### src/rtl/digit_serial_addsub_pkg.sv
// Shared definitions for the digit-serial adder/subtractor.
//
// Contents:
//   DATA_WIDTH      default datapath width of the CPU (8 bits)
//   addsub_state_t  control states of the digit-serial engine
//   OP_ADD, OP_SUB  encodings of the op_sub input
package digit_serial_addsub_pkg;

   localparam int DATA_WIDTH = 8;

   typedef enum logic [1:0] {
      IDLE = 2'd0,
      RUN  = 2'd1,
      DONE = 2'd2
   } addsub_state_t;

   localparam logic OP_ADD = 1'b0;
   localparam logic OP_SUB = 1'b1;

endpackage

### src/rtl/digit_serial_addsub_adder.sv
// Combinational DIGIT-bit ripple adder made of 1-bit full-adder cells.
// This is the per-cycle arithmetic slice of the digit-serial engine.
//
// Ports:
//   a, b    in   DIGIT-bit addend digits
//   cin     in   carry into bit 0
//   s       out  DIGIT-bit sum digit
//   cout    out  carry out of the top bit
//   c_top   out  carry into the top bit (feeds the signed-overflow flag)
module digit_ripple_adder #(
   parameter int DIGIT = 2
) (
   input  logic [DIGIT-1:0] a,
   input  logic [DIGIT-1:0] b,
   input  logic             cin,
   output logic [DIGIT-1:0] s,
   output logic             cout,
   output logic             c_top
);

   logic [DIGIT:0] carry;

   // Ripple the carry through one full-adder cell per bit, bit 0 first.
   always_comb begin
      carry    = '0;
      s        = '0;
      carry[0] = cin;
      for (int i = 0; i < DIGIT; i++) begin
         s[i]       = a[i] ^ b[i] ^ carry[i];
         carry[i+1] = (a[i] & b[i]) | (carry[i] & (a[i] ^ b[i]));
      end
   end

   assign cout  = carry[DIGIT];
   assign c_top = carry[DIGIT-1];

endmodule

### src/rtl/digit_serial_addsub.sv
// Digit-serial adder/subtractor: adds or subtracts two WIDTH-bit operands
// DIGIT bits per clock, least-significant digit first, with a
// start/ready/done handshake and registered result and flags.
//
// Ports:
//   clk, rst_n   clock and asynchronous active-low reset
//   start        request, sampled only while ready is high
//   op_sub       0 = add, 1 = subtract (captured with start)
//   a, b, cin    operands and carry/borrow-in (captured with start)
//   ready        engine can accept a start this cycle (IDLE or DONE)
//   busy         engine is stepping through digits (RUN)
//   done         one-cycle pulse, result and flags valid from this cycle
//   sum          result, held until the next accepted start
//   cout         carry-out (add) or not-borrow (subtract)
//   ovf          two's-complement overflow
//   zero         result is zero
module digit_serial_addsub
   import digit_serial_addsub_pkg::*;
#(
   parameter int WIDTH = DATA_WIDTH,
   parameter int DIGIT = 2
) (
   input  logic             clk,
   input  logic             rst_n,
   input  logic             start,
   input  logic             op_sub,
   input  logic [WIDTH-1:0] a,
   input  logic [WIDTH-1:0] b,
   input  logic             cin,
   output logic             ready,
   output logic             busy,
   output logic             done,
   output logic [WIDTH-1:0] sum,
   output logic             cout,
   output logic             ovf,
   output logic             zero
);

   localparam int NDIG = WIDTH / DIGIT;
   localparam int CW   = (NDIG > 1) ? $clog2(NDIG) : 1;
   localparam int IW   = (WIDTH > 1) ? $clog2(WIDTH) : 1;

   // Reject digit sizes that do not tile the operand exactly.
   if ((DIGIT < 1) || (DIGIT > WIDTH) || ((WIDTH % DIGIT) != 0)) begin : g_bad_digit
      $error("digit_serial_addsub: DIGIT must divide WIDTH and lie in 1..WIDTH");
   end

   addsub_state_t    state_q, state_d;
   logic [CW-1:0]    cnt_q, cnt_d;
   logic [WIDTH-1:0] a_q, a_d;
   logic [WIDTH-1:0] b_q, b_d;
   logic [WIDTH-1:0] sum_q, sum_d;
   logic             c_q, c_d;
   logic             cout_q, cout_d;
   logic             ovf_q, ovf_d;
   logic             zero_q, zero_d;

   logic             accept;
   logic             last_digit;
   logic [IW-1:0]    lsb;
   logic [DIGIT-1:0] dig_a, dig_b, dig_s;
   logic             dig_cout, dig_ctop;

   assign last_digit = (cnt_q == CW'(NDIG - 1));
   assign lsb        = IW'(int'(cnt_q) * DIGIT);
   assign dig_a      = a_q[lsb +: DIGIT];
   assign dig_b      = b_q[lsb +: DIGIT];
   assign accept     = ready & start;

   digit_ripple_adder #(
      .DIGIT (DIGIT)
   ) u_digit_adder (
      .a     (dig_a),
      .b     (dig_b),
      .cin   (c_q),
      .s     (dig_s),
      .cout  (dig_cout),
      .c_top (dig_ctop)
   );

   // State register; reset aborts any operation in flight.
   always_ff @(posedge clk or negedge rst_n) begin
      if (!rst_n) begin
         state_q <= IDLE;
      end else begin
         state_q <= state_d;
      end
   end

   // Next state: DONE lasts exactly one cycle and may chain straight into RUN.
   always_comb begin
      state_d = state_q;
      unique case (state_q)
         IDLE:    if (start) state_d = RUN;
         RUN:     if (last_digit) state_d = DONE;
         DONE:    state_d = start ? RUN : IDLE;
         default: state_d = IDLE;
      endcase
   end

   // Handshake outputs decoded from the state alone.
   always_comb begin
      ready = 1'b0;
      busy  = 1'b0;
      done  = 1'b0;
      unique case (state_q)
         IDLE:    ready = 1'b1;
         RUN:     busy  = 1'b1;
         DONE: begin
            ready = 1'b1;
            done  = 1'b1;
         end
         default: ready = 1'b0;
      endcase
   end

   // Datapath next values. Subtraction is folded into capture by inverting B
   // and the incoming borrow, so the digit slice only ever adds. Flags are
   // computed on the final digit so they stay stable through the next RUN.
   always_comb begin
      a_d    = a_q;
      b_d    = b_q;
      c_d    = c_q;
      sum_d  = sum_q;
      cnt_d  = cnt_q;
      cout_d = cout_q;
      ovf_d  = ovf_q;
      zero_d = zero_q;
      if (accept) begin
         a_d   = a;
         b_d   = op_sub ? ~b : b;
         c_d   = cin ^ op_sub;
         sum_d = '0;
         cnt_d = '0;
      end else if (state_q == RUN) begin
         sum_d[lsb +: DIGIT] = dig_s;
         c_d                 = dig_cout;
         if (last_digit) begin
            cnt_d  = '0;
            cout_d = dig_cout;
            ovf_d  = dig_ctop ^ dig_cout;
            zero_d = (sum_d == '0);
         end else begin
            cnt_d = cnt_q + 1'b1;
         end
      end
   end

   // Datapath registers.
   always_ff @(posedge clk or negedge rst_n) begin
      if (!rst_n) begin
         a_q    <= '0;
         b_q    <= '0;
         c_q    <= 1'b0;
         sum_q  <= '0;
         cnt_q  <= '0;
         cout_q <= 1'b0;
         ovf_q  <= 1'b0;
         zero_q <= 1'b0;
      end else begin
         a_q    <= a_d;
         b_q    <= b_d;
         c_q    <= c_d;
         sum_q  <= sum_d;
         cnt_q  <= cnt_d;
         cout_q <= cout_d;
         ovf_q  <= ovf_d;
         zero_q <= zero_d;
      end
   end

   assign sum  = sum_q;
   assign cout = cout_q;
   assign ovf  = ovf_q;
   assign zero = zero_q;

endmodule

### config.mk
export PLATFORM = sky130hd
export DESIGN_NAME = digit_serial_addsub
export DESIGN_NICKNAME = d
export VERILOG_FILES = /design/src/rtl/digit_serial_addsub_pkg.sv /design/src/rtl/digit_serial_addsub_adder.sv /design/src/rtl/digit_serial_addsub.sv
export SDC_FILE = /design/constraint.sdc
export NUM_CORES = 1
export LEC_CHECK = 0
export ABC_AREA = 1
export CAP_MARGIN = 20
export CORE_UTILIZATION = 51
export CTS_CLUSTER_DIAMETER = 200
export DETAILED_ROUTE_END_ITERATION = 7
export PLACE_DENSITY = 0.79
export RECOVER_POWER = 50
export SLEW_MARGIN = 25
export SYNTH_ARGS = -nofsm -noshare
export SYNTH_HDL_FRONTEND = slang
export SYNTH_SLANG_ARGS = --single-unit
export TNS_END_PERCENT = 100
### constraint.sdc
create_clock -name clk -period 3.4 [get_ports clk]
set_input_delay 1.02 -clock clk [delete_from_list [all_inputs] [get_ports clk]]
set_output_delay 1.02 -clock clk [all_outputs]
set_load 0.02 [all_outputs]
==> results of run 1 <==
==> report_power, final <==
group          leakage (nW)  internal (mW)  switching, mW
sequential            0.403          0.551          0.138
combinational         0.537          0.497          0.662
clock                0.0326          0.102          0.124
==> flip-flops by register name (all words and copies together), names as in the netlist <==
name	cells
state_q	2
cout	1
b_q	8
zero	1
c_q	1
ovf	1
cnt_q	2
a_q	8
sum	8
==> final timing paths <==
kind	cells past startpoint	slack, ns	endpoint	from
max in group asynchronous	2	0.78	ovf	rst_n
min	2	0.50	cout	cout
min in group asynchronous	2	1.64	sum[4]	rst_n
min reg2reg	2	0.50	cout	cout
max	12	0.34	zero	cnt_q[0]
max reg2reg	12	0.34	zero	cnt_q[0]
==> synthesized netlist by cell type (3+ instances only) <==
library cell | n | area (µm²)
sky130_fd_sc_hd__nand2_4 | 3 | 33.78
sky130_fd_sc_hd__dfrtp_1 | 32 | 800.8
sky130_fd_sc_hd__o21ai_0 | 18 | 90.09
sky130_fd_sc_hd__nor2_1 | 15 | 56.30
sky130_fd_sc_hd__ha_1 | 6 | 75.07
sky130_fd_sc_hd__inv_1 | 14 | 52.55
sky130_fd_sc_hd__buf_2 | 3 | 15.01
sky130_fd_sc_hd__mux2_2 | 6 | 67.56
sky130_fd_sc_hd__a22o_1 | 6 | 52.55
sky130_fd_sc_hd__o22ai_1 | 4 | 25.02
sky130_fd_sc_hd__xnor2_1 | 9 | 78.83
sky130_fd_sc_hd__nand2_1 | 35 | 131.4
sky130_fd_sc_hd__nand3_1 | 6 | 30.03
==> logic make-up (layout without fill, tap and decap cells) <==
kind of cell    Yosys count  count (layout)  share of synthesized area (%)
fa+ha+maj                 8               8                          6.701
simple gates             62              62                          16.46
mux                       8               8                          5.681
compound gates           36              36                          13.40
xor+xnor                 10              10                          5.099
flops                    32              32                          46.61
buf+inv                  23              61                          6.045
==> stage by stage <==
step | worst slack [ns] | util [%]
2_1_floorplan | 0.9589 | -
3_3_place_gp | 0.5585 | 66.72
3_5_place_dp | 0.4182 | 66.72
4_1_cts | 0.3971 | 68.60
5_1_grt | 0.1333 | 68.00
6_report | 0.3350 | 68.00
==> tightest hold or removal path: stages, from the launching register on <==
cell and delay (ns):
sky130_fd_sc_hd__dfrtp_1 0.35, sky130_fd_sc_hd__nand2_1 0.05, sky130_fd_sc_hd__o21ai_0 0.07
==> per-layer routing <==
| metal | track usage (%) | vias up |
|---|---|---|
| li1 | - | 668 |
| met1 | 23.11 | 633 |
| met2 | 38.57 | 33 |
| met3 | 4.545 | 6 |
| met4 | 10.96 | 0 |
| met5 | 0 | - |
==> area by class of cell <==
cell class | count | area share [%]
flip-flops and latches | 32 | 37.65
multi-input cells | 124 | 37.53
repair buffers | 35 | 16.18
inverters | 18 | 3.294
clock buffers | 8 | 2.765
well taps | 44 | 2.588
==> impl_metrics.tcl, run 1 <==
set metrics [dict create \
    grt_start_max_net_pins 33 \
    die-width_um 60.04 \
    finalPower_mw 2.074 \
    path_clk_slew_ns 0.10 \
    arrival_ns 3.29 \
    combined_area_of_the_multi_input_logic_cells_um2 798.3 \
    place_congestion 0.8969 \
    port_buffers 34 \
    die-height_um 60.04 \
    drtAntennaViolNets 0 \
    timing.fmax_mhz 326.3 \
    area_growth_syn_to_layout_pct 23.82 \
    holdBufCountCts 0 \
    post_route_cells_drive_above_1_share_pct 9.217 \
    synthFlopType "sky130_fd_sc_hd__dfrtp_1" \
    fin_crit_ns 3.065 \
    num_vias 1340 \
    failing_checks "capacitance limit, slew limit" \
    remaining_drc_errors 0 \
    placement_rows 20 \
    ios 35 \
    cts_post_setup_buffers_inserted 0 \
    max_cap_violations 1 \
    layout.cells.most_common "sky130_fd_sc_hd__nand2_1" \
    nets 245 \
    placed_area_um2 2087 \
    highest-signal-layer "met4" \
    met2RoutedLength_um 1731 \
    dp_hpwl_um 2505 \
    final_count_of_hold_timing_violations 0 \
    worst_path_largest_cell_delay_ns 0.67 \
    cts.root.buffer_cell "sky130_fd_sc_hd__clkbuf_4" \
    final_cell_mix "sky130_fd_sc_hd__nand2_1 (37), sky130_fd_sc_hd__dfrtp_1 (32), sky130_fd_sc_hd__clkdlybuf4s50_1 (32), sky130_fd_sc_hd__o21ai_0 (18), sky130_fd_sc_hd__nor2_1 (15)" \
    drt_pre_antenna_iters 4 \
    gr-usage-all-layers_pct 21.29 \
    design.die.area_um2 3605 \
    crit_path_cell_trace "inv_1 > o21ai_0 > o22ai_1 > fa_1 > inv_1 > fa_1 > inv_1 > nand2_1 > o21ai_0 > nor2_1 > nand3_1 > o21bai_1" \
    post-place-cells 253 \
    first_global_vias 1354 \
    max_slew.worst_pin.slew_ns 1.685 \
    grt-ovfl-total 0 \
    antenna-diode-count 0 \
    power.ir.vdd_worst_uv 481.8 \
    fillerInstances 257 \
    totalWireLength_um 3392 \
    synthesis.area_um2 1718 \
    worst-path-max-fanout 17 \
    post_synth_inst_count 179 \
    clock_tree_skew_after_final_layout_ns 0.006716 \
    post_synth.cell_area_avg_um2 9.597 \
    final.setup.tns_ns 0 \
    synth_edf_count 0 \
    initial_utilization_pct 54.92 \
    summed_area_of_non_filler_cells_in_the_final_layout_um2 2127 \
    cellPowerDensity_nw_per_um2 975.2 \
    sort_of_element_at_the_end_of_the_critical_path "register" \
    cp.buffers_inverters 3 \
    antenna_found_initial 0 \
    yosys_warnings 0 \
    regArea_um2 800.8 \
    maxSlewViolCount 33 \
    clock_sink_count 32 \
    hold_slack_final_ns 0.4996 \
    setup_repair_after_global_routing_missed_its_margin "no" \
    post_synth_num_cell_types 29 \
    routed-wl-met3_um 140 \
    first_iter_violations 51 \
    worst-endpoint-required_ns 3.63 \
    routedWlPerCell_um 13.00 \
    tritoncts "done" \
    wl_met1_um 1476 \
    synthesis.nets 208 \
    worst_skew_pair.late_latency_ns 0.33 \
    core_area_um2 3128 \
    critical_path_class "register to register" \
    layout_worst_path_cycle_share_pct 90.15 \
    synth-seq-area-share_pct 46.61 \
    max_root_sink_buffers 2 \
    number_of_standard_cells_in_the_layout_taps_in_and_fillers_out 261 \
    cp-start-kind "register" \
    setup-violations-final 0 \
    clock_tree.htree_level_count 2 \
    grt_first_pass_wirelength_um 5568 \
    slew_headroom_pct -12.30 \
    worst_path_most_repeated_cell "sky130_fd_sc_hd__inv_1" \
    crit_slowest_cell "sky130_fd_sc_hd__dfrtp_1" \
    min_path_type "register to register" \
    synthArstFlopShare_pct 100.0 \
    status "complete, but fails checks" \
    routed_via_density 5.134 \
    yosys_register_bits 32 \
    static-leakage-power_nw 0.9728 \
    cts_made_buffers 5 \
    critPathTopFamily "adder cells" \
    cts.repair.resized 0 \
]
Power figures use the tool's default switching activity.
==> run 2, diff against run 1 <==
--- a/config.mk
+++ b/config.mk
@@ -5,12 +5,13 @@
 export SDC_FILE = /design/constraint.sdc
 export NUM_CORES = 1
 export LEC_CHECK = 0
-export ABC_AREA = 1
 export CAP_MARGIN = 20
-export CORE_UTILIZATION = 51
+export CORE_ASPECT_RATIO = 1.2
+export CORE_MARGIN = 2
+export CORE_UTILIZATION = 50
 export CTS_CLUSTER_DIAMETER = 200
 export DETAILED_ROUTE_END_ITERATION = 7
-export PLACE_DENSITY = 0.79
+export PLACE_DENSITY = 0.78
 export RECOVER_POWER = 50
 export SLEW_MARGIN = 25
 export SYNTH_ARGS = -nofsm -noshare
==> run 2 against run 1 <==
Net effect: the flow still finishes with violations (capacitance limit, slew limit); flip-flop and latch count did not move; register-to-register slack improved by 0.24 ns; power rose by 3.9%; via count fell by 4.9%; critical endpoint unchanged; highest routed layer unchanged.
==> impl_metrics.tcl, run 2 <==
set metrics [dict create \
    status "complete, but fails checks" \
    failing_checks "capacitance limit, slew limit" \
    cts.repair.resized 0 \
    max_root_sink_buffers 2 \
    layout.cells.most_common "sky130_fd_sc_hd__nand2_1" \
    max_slew.worst_pin.slew_ns 1.660 \
    remaining_drc_errors 0 \
    core_area_um2 3281 \
    area_growth_syn_to_layout_pct 25.04 \
    grt_start_max_net_pins 33 \
    die-height_um 67.77 \
    setup-violations-final 0 \
    num_vias 1274 \
    routedWlPerCell_um 13.76 \
    initial_utilization_pct 51.64 \
    place_congestion 0.8278 \
    holdBufCountCts 0 \
    dp_hpwl_um 2445 \
    setup_ws_ns 0.5751 \
    cp-start-kind "register" \
    post_route_cells_drive_above_1_share_pct 7.389 \
    yosys.area.top_type "sky130_fd_sc_hd__dfrtp_1" \
    summed_area_of_non_filler_cells_in_the_final_layout_um2 2118 \
    cts.root.buffer_cell "sky130_fd_sc_hd__clkbuf_8" \
    cellPowerDensity_nw_per_um2 1017 \
    slew_headroom_pct -10.64 \
    drtAntennaViolNets 0 \
    drt_pre_antenna_iters 4 \
    crit_path_cell_trace "mux4_2 > fa_1 > inv_1 > fa_1 > nor2b_1 > o221a_1 > nand4_1 > o21ai_1" \
    final_count_of_hold_timing_violations 0 \
    clock_tree_skew_after_final_layout_ns 0.004197 \
    ios 35 \
    nets 231 \
    totalWireLength_um 3302 \
    first_iter_violations 42 \
    final.setup.tns_ns 0 \
    path_clk_slew_ns 0.06 \
    final_cell_mix "sky130_fd_sc_hd__nand2_1 (37), sky130_fd_sc_hd__dfrtp_1 (32), sky130_fd_sc_hd__clkdlybuf4s50_1 (32), sky130_fd_sc_hd__nor2_1 (12), sky130_fd_sc_hd__nor2b_1 (10)" \
    worst-path-max-fanout 13 \
    routed_via_density 5.308 \
    maxSlewViolCount 33 \
    fillerInstances 282 \
    worst_skew_pair.late_latency_ns 0.28 \
    grt-ovfl-total 0 \
    gr-usage-all-layers_pct 19.56 \
    setup_repair_after_global_routing_missed_its_margin "no" \
    clock_tree.htree_level_count 2 \
    synth_edf_count 0 \
    critPathTopFamily "adder cells" \
    clock_sink_count 32 \
    arrival_ns 3.00 \
    crit_slowest_cell "sky130_fd_sc_hd__dfrtp_1" \
    worst_path_most_repeated_cell "sky130_fd_sc_hd__fa_1" \
    timing.fmax_mhz 354.0 \
    cts_made_buffers 5 \
    synthFlopType "sky130_fd_sc_hd__dfrtp_1" \
    place_worst_setup_slack_ns 0.5619 \
    synthesis.area_um2 1694 \
    synthesis.nets 194 \
    worst_path_largest_cell_delay_ns 0.65 \
    synthArstFlopShare_pct 100.0 \
    post_synth.cell_area_avg_um2 10.27 \
    placement_rows 23 \
    placed_area_um2 2062 \
    max_cap_violations 1 \
    post_synth_inst_count 165 \
    first_global_vias 1285 \
    die-width_um 57.14 \
    post-synth-top-count-cell "sky130_fd_sc_hd__nand2_1" \
    layout_worst_path_cycle_share_pct 83.08 \
    cp.buffers_inverters 1 \
    design.die.area_um2 3872 \
    cts_post_setup_buffers_inserted 0 \
    yosys_register_bits 32 \
    post_synth_most_frequent_cells "sky130_fd_sc_hd__nand2_1 (36), sky130_fd_sc_hd__dfrtp_1 (32), sky130_fd_sc_hd__nor2_1 (11), sky130_fd_sc_hd__nor2b_1 (10)" \
    static-leakage-power_nw 0.9339 \
    antenna_found_initial 0 \
    sort_of_element_at_the_end_of_the_critical_path "register" \
    fin_crit_ns 2.825 \
    port_buffers 34 \
    tritoncts "done" \
    synth_top_area_share_pct 47.27 \
    yosys_warnings 0 \
    post_synth_num_cell_types 34 \
    min_path_type "register to register" \
    synth_top_cells_by_area "sky130_fd_sc_hd__dfrtp_1 (47%), sky130_fd_sc_hd__nand2_1 (8.0%), sky130_fd_sc_hd__mux4_2 (5.3%)" \
    synth-seq-area-share_pct 47.27 \
    antenna-diode-count 0 \
    worst-endpoint-required_ns 3.57 \
    grt_first_pass_wirelength_um 5713 \
    critical_path_class "register to register" \
    power.ir.vdd_worst_uv 632.7 \
]
run 2: cells by family (layout without fill, tap and decap cells):
kind of cell	count (synthesis)	after routing	synth area share, %
AOI/OAI and AO/OA	31	31	11.89
xor gates and xnor gates	10	10	5.170
adders and majority gates	8	8	6.795
buffers and inverters	15	53	4.505
DFF	32	32	47.27
muxes	4	4	5.318
and+or+nand+nor	65	65	19.05
run 2: through the flow:
| step | hold WS (ns) | std cells | util (%) | power (mW) |
|---|---|---|---|---|
| after global placement | 0.4612 | 232 | 62.85 | 1.864 |
| after CTS | 0.4770 | 240 | 65.60 | 2.200 |
| final | 0.4728 | 240 | 64.57 | 2.155 |
| after global routing | 0.4914 | 240 | 64.57 | 2.340 |
| after detailed placement | 0.4616 | 232 | 62.85 | 1.898 |
| after floorplan | 0.4403 | 165 | - | 1.548 |
run 2: where the power goes:
group	leakage (nW)	switching [mW]	internal [mW]	total [mW]
clock	0.0455	0.135	0.165	0.300
sequential	0.396	0.143	0.557	0.700
combinational	0.492	0.627	0.528	1.16
run 2: tightest hold or removal path: cells and delay by family, from the launching register on:
family | cells | cell delay (ns)
flip-flops | 1 | 0.34
AND/OR/NAND/NOR | 2 | 0.10
run 2: area by class of cell:
class	instances	area [µm²]	share of cell area, %
clock buffer	8	90.09	4.253
inverter	9	40.04	1.890
multi-input combinational	118	793.3	37.45
sequential	32	800.8	37.80
tap	37	46.29	2.185
timing repair buffer	36	347.8	16.42
run 2: path summary, 6_finish.rpt:
path	end	slack (ns)	cells after the start	start
worst max-delay path	zero	0.58	8	cnt_q[0]
max in group asynchronous	zero	0.74	2	rst_n
worst min-delay path	a_q[5]	0.47	2	a_q[5]
min in group asynchronous	sum[2]	1.69	2	rst_n
worst min register to register	a_q[5]	0.47	2	a_q[5]
worst max register to register	zero	0.58	8	cnt_q[0]
run 2: per-layer routing:
| layer | vias up | track usage, % | share of wire (%) |
|---|---|---|---|
| met4 | 0 | 6.395 | 1.3 |
| met2 | 36 | 36.64 | 51 |
| met1 | 611 | 22.19 | 43 |
| met3 | 5 | 4.023 | 4.6 |
| li1 | 622 | - | - |
| met5 | - | 0 | 0 |
